### config.mk
export PLATFORM = sky130hd
export DESIGN_NAME = bsg_manycore_npa_to_eva
export DESIGN_NICKNAME = d
export VERILOG_FILES = /design/src/rtl/bsg_manycore_pkg.sv /design/src/rtl/bsg_manycore_dram_hash_inverse.sv /design/src/rtl/bsg_manycore_npa_to_eva.sv
export SDC_FILE = /design/constraint.sdc
export NUM_CORES = 1
export LEC_CHECK = 0
export ABC_CLOCK_PERIOD_IN_PS = 4900
export CORE_ASPECT_RATIO = 0.9
export CORE_MARGIN = 4
export CORE_UTILIZATION = 28
export CTS_CLUSTER_DIAMETER = 80
export CTS_CLUSTER_SIZE = 16
export DETAILED_ROUTE_END_ITERATION = 16
export PLACE_DENSITY = 0.57
export SLEW_MARGIN = 20
export SYNTH_ARGS = -nofsm -noshare
export SYNTH_HDL_FRONTEND = slang
export SYNTH_SLANG_ARGS = --single-unit
### constraint.sdc
create_clock -name clk_i -period 4.9 [get_ports clk_i]
set_input_delay 0.98 -clock clk_i [delete_from_list [all_inputs] [get_ports clk_i]]
set_output_delay 0.98 -clock clk_i [all_outputs]
set_load 0.005 [all_outputs]
### src/rtl/bsg_manycore_pkg.sv
// bsg_manycore_pkg: shared manycore address types, field widths and helpers.
//   eva_kind_e                      classification of a reconstructed EVA
//   bsg_manycore_global_addr_s      {2'b01, y, x, word addr, 2'b00}
//   bsg_manycore_tile_group_addr_s  {3'b001, y, x, word addr, 2'b00}
package bsg_manycore_pkg;
  typedef enum logic [1:0] {
    e_eva_dram       = 2'd0,
    e_eva_global     = 2'd1,
    e_eva_tile_group = 2'd2,
    e_eva_invalid    = 2'd3
  } eva_kind_e;
  localparam int global_x_cord_width_gp = 7;
  localparam int global_y_cord_width_gp = 7;
  localparam int global_epa_word_addr_width_gp = 14;
  localparam int tile_group_x_cord_width_gp = 6;
  localparam int tile_group_y_cord_width_gp = 6;
  localparam int tile_group_epa_word_addr_width_gp = 15;
  typedef struct packed {
    logic [1:0]                                 remote;
    logic [global_y_cord_width_gp-1:0]          y_cord;
    logic [global_x_cord_width_gp-1:0]          x_cord;
    logic [global_epa_word_addr_width_gp-1:0]   addr;
    logic [1:0]                                 low_bits;
  } bsg_manycore_global_addr_s;
  typedef struct packed {
    logic [2:0]                                 remote;
    logic [tile_group_y_cord_width_gp-1:0]      y_cord;
    logic [tile_group_x_cord_width_gp-1:0]      x_cord;
    logic [tile_group_epa_word_addr_width_gp-1:0] addr;
    logic [1:0]                                 low_bits;
  } bsg_manycore_tile_group_addr_s;
  function automatic int safe_clog2(input int x);
    return (x <= 1) ? 1 : $clog2(x);
  endfunction
endpackage

### src/rtl/bsg_manycore_dram_hash_inverse.sv
// bsg_manycore_dram_hash_inverse: rebuilds the DRAM EVA for an NPA that names a
// vcache in the pod directly north or south of the requester's pod.
//   x_cord_i/y_cord_i  {pod, sub} target coordinate
//   epa_i              word EPA inside the vcache
//   pod_x_i/pod_y_i    requester's pod
//   hit_o              coordinate is a vcache of the requester's north/south pod
//   fit_o              EPA line index fits the EVA line field
//   eva_o              {1, line, row id, x_sub, block offset, 2'b00}
module bsg_manycore_dram_hash_inverse
  import bsg_manycore_pkg::*;
#(
  parameter int data_width_p = 32,
  parameter int addr_width_p = 28,
  parameter int x_cord_width_p = 5,
  parameter int y_cord_width_p = 5,
  parameter int pod_x_cord_width_p = 3,
  parameter int pod_y_cord_width_p = 3,
  parameter int num_tiles_x_p = 4,
  parameter int num_tiles_y_p = 4,
  parameter int num_vcache_rows_p = 2,
  parameter int vcache_block_size_in_words_p = 8
) (
  input  logic [x_cord_width_p-1:0]     x_cord_i,
  input  logic [y_cord_width_p-1:0]     y_cord_i,
  input  logic [addr_width_p-1:0]       epa_i,
  input  logic [pod_x_cord_width_p-1:0] pod_x_i,
  input  logic [pod_y_cord_width_p-1:0] pod_y_i,
  output logic                          hit_o,
  output logic                          fit_o,
  output logic [data_width_p-1:0]       eva_o
);
  localparam int x_sub_w = safe_clog2(num_tiles_x_p);
  localparam int y_sub_w = safe_clog2(num_tiles_y_p);
  localparam int row_w = safe_clog2(2 * num_vcache_rows_p);
  localparam int blk_w = $clog2(vcache_block_size_in_words_p);
  localparam int hi_w = data_width_p - 3 - row_w - x_sub_w - blk_w;
  logic [pod_x_cord_width_p-1:0] pod_x;
  logic [pod_y_cord_width_p-1:0] pod_y;
  logic [x_sub_w-1:0] x_sub;
  logic [y_sub_w-1:0] y_sub;
  logic [addr_width_p-blk_w-1:0] epa_hi;
  logic [row_w-1:0] row;
  logic north, south;
  assign pod_x = x_cord_i[x_cord_width_p-1:x_sub_w];
  assign pod_y = y_cord_i[y_cord_width_p-1:y_sub_w];
  assign x_sub = x_cord_i[x_sub_w-1:0];
  assign y_sub = y_cord_i[y_sub_w-1:0];
  // neighbour pods must not wrap around the pod_y range
  assign north = pod_y_i != '0 && pod_y == pod_y_i - pod_y_cord_width_p'(1);
  assign south = pod_y_i != '1 && pod_y == pod_y_i + pod_y_cord_width_p'(1);
  assign hit_o = pod_x == pod_x_i && (north || south) && 32'(y_sub) < num_vcache_rows_p;
  // north rows are numbered from the pod edge inward on even ids, south rows on odd ids
  assign row = row_w'(north ? 2 * (num_vcache_rows_p - 1 - int'(y_sub)) : 2 * int'(y_sub) + 1);
  assign epa_hi = epa_i[addr_width_p-1:blk_w];
  assign fit_o = (epa_hi >> hi_w) == '0;
  assign eva_o = {1'b1, hi_w'(epa_hi), row, x_sub, epa_i[blk_w-1:0], 2'b00};
endmodule

### src/rtl/bsg_manycore_npa_to_eva.sv
// bsg_manycore_npa_to_eva: two-stage NPA -> byte EVA translator with invalid counter.
//   clk_i, reset_n_i            clock, asynchronous active-low reset
//   v_i/ready_o                 NPA handshake (x_cord_i, y_cord_i, epa_i, pod_x_i, pod_y_i, tgo_x_i, tgo_y_i)
//   v_o/yumi_i                  result handshake (eva_o, kind_o)
//   invalid_count_o             saturating count of retired INVALID results
// Optional feature: define BSG_MANYCORE_NPA_TO_EVA_TG_EN to emit TILE_GROUP EVAs for
// NPAs inside the requester's pod at or beyond the tile-group origin.
module bsg_manycore_npa_to_eva
  import bsg_manycore_pkg::*;
#(
  parameter int data_width_p = 32,
  parameter int addr_width_p = 28,
  parameter int x_cord_width_p = 5,
  parameter int y_cord_width_p = 5,
  parameter int pod_x_cord_width_p = 3,
  parameter int pod_y_cord_width_p = 3,
  parameter int num_tiles_x_p = 4,
  parameter int num_tiles_y_p = 4,
  parameter int num_vcache_rows_p = 2,
  parameter int vcache_block_size_in_words_p = 8,
  parameter int invalid_ctr_width_p = 16,
  localparam int x_sub_w = safe_clog2(num_tiles_x_p),
  localparam int y_sub_w = safe_clog2(num_tiles_y_p)
) (
  input  logic                           clk_i,
  input  logic                           reset_n_i,
  input  logic                           v_i,
  output logic                           ready_o,
  input  logic [x_cord_width_p-1:0]      x_cord_i,
  input  logic [y_cord_width_p-1:0]      y_cord_i,
  input  logic [addr_width_p-1:0]        epa_i,
  input  logic [pod_x_cord_width_p-1:0]  pod_x_i,
  input  logic [pod_y_cord_width_p-1:0]  pod_y_i,
  input  logic [x_sub_w-1:0]             tgo_x_i,
  input  logic [y_sub_w-1:0]             tgo_y_i,
  output logic                           v_o,
  input  logic                           yumi_i,
  output logic [data_width_p-1:0]        eva_o,
  output logic [1:0]                     kind_o,
  output logic [invalid_ctr_width_p-1:0] invalid_count_o
);
  typedef struct packed {
    logic [x_cord_width_p-1:0]     x;
    logic [y_cord_width_p-1:0]     y;
    logic [addr_width_p-1:0]       epa;
    logic [pod_x_cord_width_p-1:0] pod_x;
    logic [pod_y_cord_width_p-1:0] pod_y;
    logic [x_sub_w-1:0]            tgo_x;
    logic [y_sub_w-1:0]            tgo_y;
  } npa_s;
  npa_s s1_q, s1_d;
  logic s1_v_q, s1_v_d, s2_v_q, s2_v_d, s2_en;
  logic [data_width_p-1:0] eva_q, eva_d, dram_eva, tg_eva, cls_eva;
  eva_kind_e kind_q, kind_d, cls_kind;
  logic [invalid_ctr_width_p-1:0] cnt_q, cnt_d;
  logic dram_hit, dram_fit, glb_fit, tg_hit;
  bsg_manycore_global_addr_s glb;
  bsg_manycore_dram_hash_inverse #(
    .data_width_p(data_width_p), .addr_width_p(addr_width_p),
    .x_cord_width_p(x_cord_width_p), .y_cord_width_p(y_cord_width_p),
    .pod_x_cord_width_p(pod_x_cord_width_p), .pod_y_cord_width_p(pod_y_cord_width_p),
    .num_tiles_x_p(num_tiles_x_p), .num_tiles_y_p(num_tiles_y_p),
    .num_vcache_rows_p(num_vcache_rows_p),
    .vcache_block_size_in_words_p(vcache_block_size_in_words_p)
  ) dram_inv (
    .x_cord_i(s1_q.x), .y_cord_i(s1_q.y), .epa_i(s1_q.epa),
    .pod_x_i(s1_q.pod_x), .pod_y_i(s1_q.pod_y),
    .hit_o(dram_hit), .fit_o(dram_fit), .eva_o(dram_eva)
  );
`ifdef BSG_MANYCORE_NPA_TO_EVA_TG_EN
  logic [x_sub_w-1:0] x_sub;
  logic [y_sub_w-1:0] y_sub;
  bsg_manycore_tile_group_addr_s tg;
  assign x_sub = s1_q.x[x_sub_w-1:0];
  assign y_sub = s1_q.y[y_sub_w-1:0];
  assign tg_hit = s1_q.x[x_cord_width_p-1:x_sub_w] == s1_q.pod_x
               && s1_q.y[y_cord_width_p-1:y_sub_w] == s1_q.pod_y
               && x_sub >= s1_q.tgo_x && y_sub >= s1_q.tgo_y
               && (32'(s1_q.epa) >> tile_group_epa_word_addr_width_gp) == 0;
  assign tg = {3'b001, tile_group_y_cord_width_gp'(y_sub - s1_q.tgo_y),
               tile_group_x_cord_width_gp'(x_sub - s1_q.tgo_x),
               tile_group_epa_word_addr_width_gp'(s1_q.epa), 2'b00};
  assign tg_eva = data_width_p'(tg);
`else
  logic unused_tgo;
  assign tg_hit = 1'b0;
  assign tg_eva = '0;
  assign unused_tgo = ^{s1_q.tgo_x, s1_q.tgo_y};
`endif
  assign glb_fit = (32'(s1_q.x) >> global_x_cord_width_gp) == 0
                && (32'(s1_q.y) >> global_y_cord_width_gp) == 0
                && (32'(s1_q.epa) >> global_epa_word_addr_width_gp) == 0;
  assign glb = {2'b01, global_y_cord_width_gp'(s1_q.y), global_x_cord_width_gp'(s1_q.x),
                global_epa_word_addr_width_gp'(s1_q.epa), 2'b00};
  assign ready_o = !s1_v_q || !s2_v_q || yumi_i;
  assign s2_en = !s2_v_q || yumi_i;
  always_comb begin
    // a vcache coordinate with an oversized EPA is INVALID rather than falling through to GLOBAL
    cls_kind = dram_hit ? (dram_fit ? e_eva_dram : e_eva_invalid)
             : tg_hit ? e_eva_tile_group
             : glb_fit ? e_eva_global : e_eva_invalid;
    cls_eva = cls_kind == e_eva_dram ? dram_eva
            : cls_kind == e_eva_tile_group ? tg_eva
            : cls_kind == e_eva_global ? data_width_p'(glb) : '0;
    s1_v_d = ready_o ? v_i : s1_v_q;
    s1_d = (ready_o && v_i) ? {x_cord_i, y_cord_i, epa_i, pod_x_i, pod_y_i, tgo_x_i, tgo_y_i} : s1_q;
    s2_v_d = s2_en ? s1_v_q : s2_v_q;
    eva_d = (s2_en && s1_v_q) ? cls_eva : eva_q;
    kind_d = (s2_en && s1_v_q) ? cls_kind : kind_q;
    cnt_d = (s2_v_q && yumi_i && kind_q == e_eva_invalid && !(&cnt_q)) ? cnt_q + 1'b1 : cnt_q;
  end
  always_ff @(posedge clk_i or negedge reset_n_i)
    if (!reset_n_i) begin
      s1_v_q <= 1'b0;
      s2_v_q <= 1'b0;
      s1_q <= '0;
      eva_q <= '0;
      kind_q <= e_eva_invalid;
      cnt_q <= '0;
    end else begin
      s1_v_q <= s1_v_d;
      s2_v_q <= s2_v_d;
      s1_q <= s1_d;
      eva_q <= eva_d;
      kind_q <= kind_d;
      cnt_q <= cnt_d;
    end
  assign v_o = s2_v_q;
  assign eva_o = eva_q;
  assign kind_o = kind_q;
  assign invalid_count_o = cnt_q;
endmodule
==> summary.txt <==
Die
  – Die footprint: 16500 µm²
  – Die height: 122 µm
  – Core area: 14100 µm²
  – Die width: 135 µm
  – Cell Rows: 41
  – Initial Utilization: 28.8%
  – Top Ports: 104

Place
  – Place WS: 1.72 ns
  – HPWL after DPL: 7190 µm
  – Port Buf Inserts: 97
  – Post-DP Area: 5240 µm²
  – RePlAce Congestion: 0.746

Power
  – Comb pwr share: 16.6%
  – Pwr dens: 350 nW/µm²
  – Pint: 0.00142 W
  – Peak supply drop: 0.000147 V
  – P_sw: 0.000514 W
  – Switching Share: 26.6%
  – Leak: 2.42 nW
  – Flop pwr share: 48.8%
  – Power share of the clock group: 34.6%

Finish
  – Layout area overhead: 36.1%
  – # diodes: 0
  – Layout Nets: 477
  – Layout cells sized above 1: 17.0%
  – Fillers: 1352
  – Fin util: 39.2%
  – Finished Cell Area: 5530 µm²

Yosys
  – Most numerous cell in the Yosys netlist: dfrtp_1
  – Synth warn: 0
  – Synth unique cells: 37
  – Post-synthesis register bit count: 94
  – Top cells by area, synth: dfrtp_1 57%, mux2_2 13%, xor2_1 2.6%
  – EDFF count, synth: 0
  – FFs w/ async S/R, synth: 100%
  – Cell Area, Synth: 4060 µm²
  – Seq/Total Area, Yosys: 58.0%
  – Synth top area share: 56.7%
  – Post-synth top flop: dfrtp_1
  – Post-synthesis average cell area: 12.7 µm²
  – Cells after Synth: 320
  – Most common library cells after synthesis: 92 x dfrtp_1, 47 x mux2_2, 19 x nand2_1, 13 x inv_1, 13 x o21ai_0
  – Yosys top cell by area: dfrtp_1

Clocking
  – H-tree levels: 3
  – CTS tree: yes
  – Clock slew seen by the registers of the worst setup and hold paths: 0.06 ns
  – CTS Buf Count: 9
  – CTS Sinks: 94
  – Clk buf depth: 2
  – Post-CTS Resized: 0
  – # hold bufs at CTS: 0
  – Post-CTS Setup Repair Bufs: 0
  – Skew-Pair Late Insertion Delay: 0.34 ns
  – Root Driver: clkbuf_16

Timing
  – Worst Slack Setup Final: 1.76 ns
  – Worst-Margin Slew: 0.852 ns
  – Final hold slack: 0.477 ns
  – Fmax: 0.318 GHz
  – Final setup viols: 0
  – Final worst path period need: 3.14 ns
  – Skew final: 0.00620 ns
  – Setup TNS Final: 0 ns
  – Post-route clock period utilization: 64.1%
  – RSZ-0062 raised after global routing: no
  – Max-slew violation count: 0
  – Slew margin rel.: 43.0%
  – Final hold vios: 0

Route
  – DRT iter0 DRCs: 99
  – Metal3 WL: 465 µm
  – Final ANT Viol Nets: 0
  – Via count: 2837
  – Met2 wire length: 4760 µm
  – Per-cell routed wire length: 16.5 µm
  – Routed vias/inst: 4.60
  – DR top layer: met4
  – Wl on met1: 4810 µm
  – Wire length after detailed routing: 10200 µm
  – Drc violations: 0
  – First-pass DRT Iterations: 4

Critical path
  – Crit Path Category: input port to output port
  – Internal reg-to-reg setup slack: 1.82 ns
  – Worst EP required: 3.92 ns
  – CP Max Fanout: 3
  – Setup crit end kind: output port
  – Worst setup SP type: input port
  – Worst setup path start: yumi_i
  – Crit path DAT: 2.16 ns
  – R2R Path Start: s1_q[4]$_DFFE_PN0P_

Status
  – Outcome: finished, final reports clean

Worst hold path
  – Hold Startpoint: eva_o[3]$_DFFE_PN0P_
  – Worst hold path type: register to register

GRT
  – Global-route wire length before repair: 16700 µm
  – Gr ovfl total: 0
  – Antenna violations before repair: 0
  – Number of global-route vias before repair: 3043
  – Largest net degree at the start of global routing: 61
  – GRT Total Usage: 13.0%

Flow run
  – Maximum Capacitance Violations: 0
## final cells by class
cell class | instances | area, µm² | area share, %
flip-flops and latches | 94 | 2350 | 42.6
multi-input cells | 200 | 1590 | 28.8
repair buffers | 102 | 1010 | 18.2
clock buffers | 13 | 270 | 4.89
well taps | 193 | 241 | 4.37
inverters | 13 | 48.8 | 0.882
clock inverters | 2 | 16.3 | 0.294
## flip-flops by register name (all words and copies together) (netlist names)
name and cells:
invalid_count_o 16, s1_v_q 1, v_o 1, kind_o 2, s1_q 20, glb 24, eva_o 30
## layout by cell type (no fill, tap or decap), types with 6 or more instances in the layout
cell type and instances:
clkdlybuf4s50_1 96, clkbuf_16 9, xnor2_1 9, a22o_1 6, buf_4 6, nor3_1 6
xor2_1 12, nor2_1 8, a221o_1 10, a32oi_1 10, mux2_2 47, nand2_1 18
inv_1 13, and3_1 6, dfrtp_1 92, o21ai_0 13, and2_1 12
## stage by stage
| step | cells | total power (W) |
|---|---|---|
| after global placement | 602 | 0.00128 |
| after detailed placement | 602 | 0.00128 |
| final | 617 | 0.00193 |
| after CTS | 617 | 0.00197 |
| after floorplan | 321 | 0.00111 |
| after global routing | 617 | 0.00205 |
## worst paths after layout
check | to | cells after the start
max in group asynchronous | eva_o[17]$_DFFE_PN0P_ | 2
max reg2reg | eva_o[13]$_DFFE_PN0P_ | 7
min | eva_o[3]$_DFFE_PN0P_ | 2
min reg2reg | eva_o[3]$_DFFE_PN0P_ | 2
min in group asynchronous | invalid_count_o[3]$_DFFE_PN0P_ | 1
max | ready_o | 3
## power groups by stage
| stage | logic [W] | clock network, W | registers (W) |
|---|---|---|---|
| 2_1_floorplan | 0.000178 | 0 | 0.000934 |
| 3_3_place_gp | 0.000323 | 0 | 0.000953 |
| 3_5_place_dp | 0.000327 | 0 | 0.000957 |
| 4_1_cts | 0.000328 | 0.000702 | 0.000943 |
| 5_1_grt | 0.000358 | 0.000730 | 0.000958 |
| 6_report | 0.000322 | 0.000669 | 0.000943 |
## cell families (layout without fill, tap and decap cells)
family          Yosys count  after routing  synth area share [%]
xor+xnor                 21             21                  4.53
other cells               1              2                0.0923
buf+inv                  27            130                  2.99
mux                      47             47                  13.0
fa+ha+maj                 5              5                  1.54
compound gates           51             51                  9.64
flops                    94             94                  58.0
simple gates             74             74                  10.2
## worst max-delay path, cell delays in order
cell	delay, ns
clkdlybuf4s50_1	0.49
nand3b_1	0.17
clkdlybuf4s50_1	0.52
## metal layers
| metal | GRT usage (%) | vias to the layer above |
|---|---|---|
| met5 | 0 | - |
| met4 | 3.90 | 0 |
| met3 | 3.65 | 8 |
| met2 | 20.3 | 67 |
| met1 | 17.9 | 1418 |
| li1 | - | 1344 |
(Power assumes the default switching activity.)
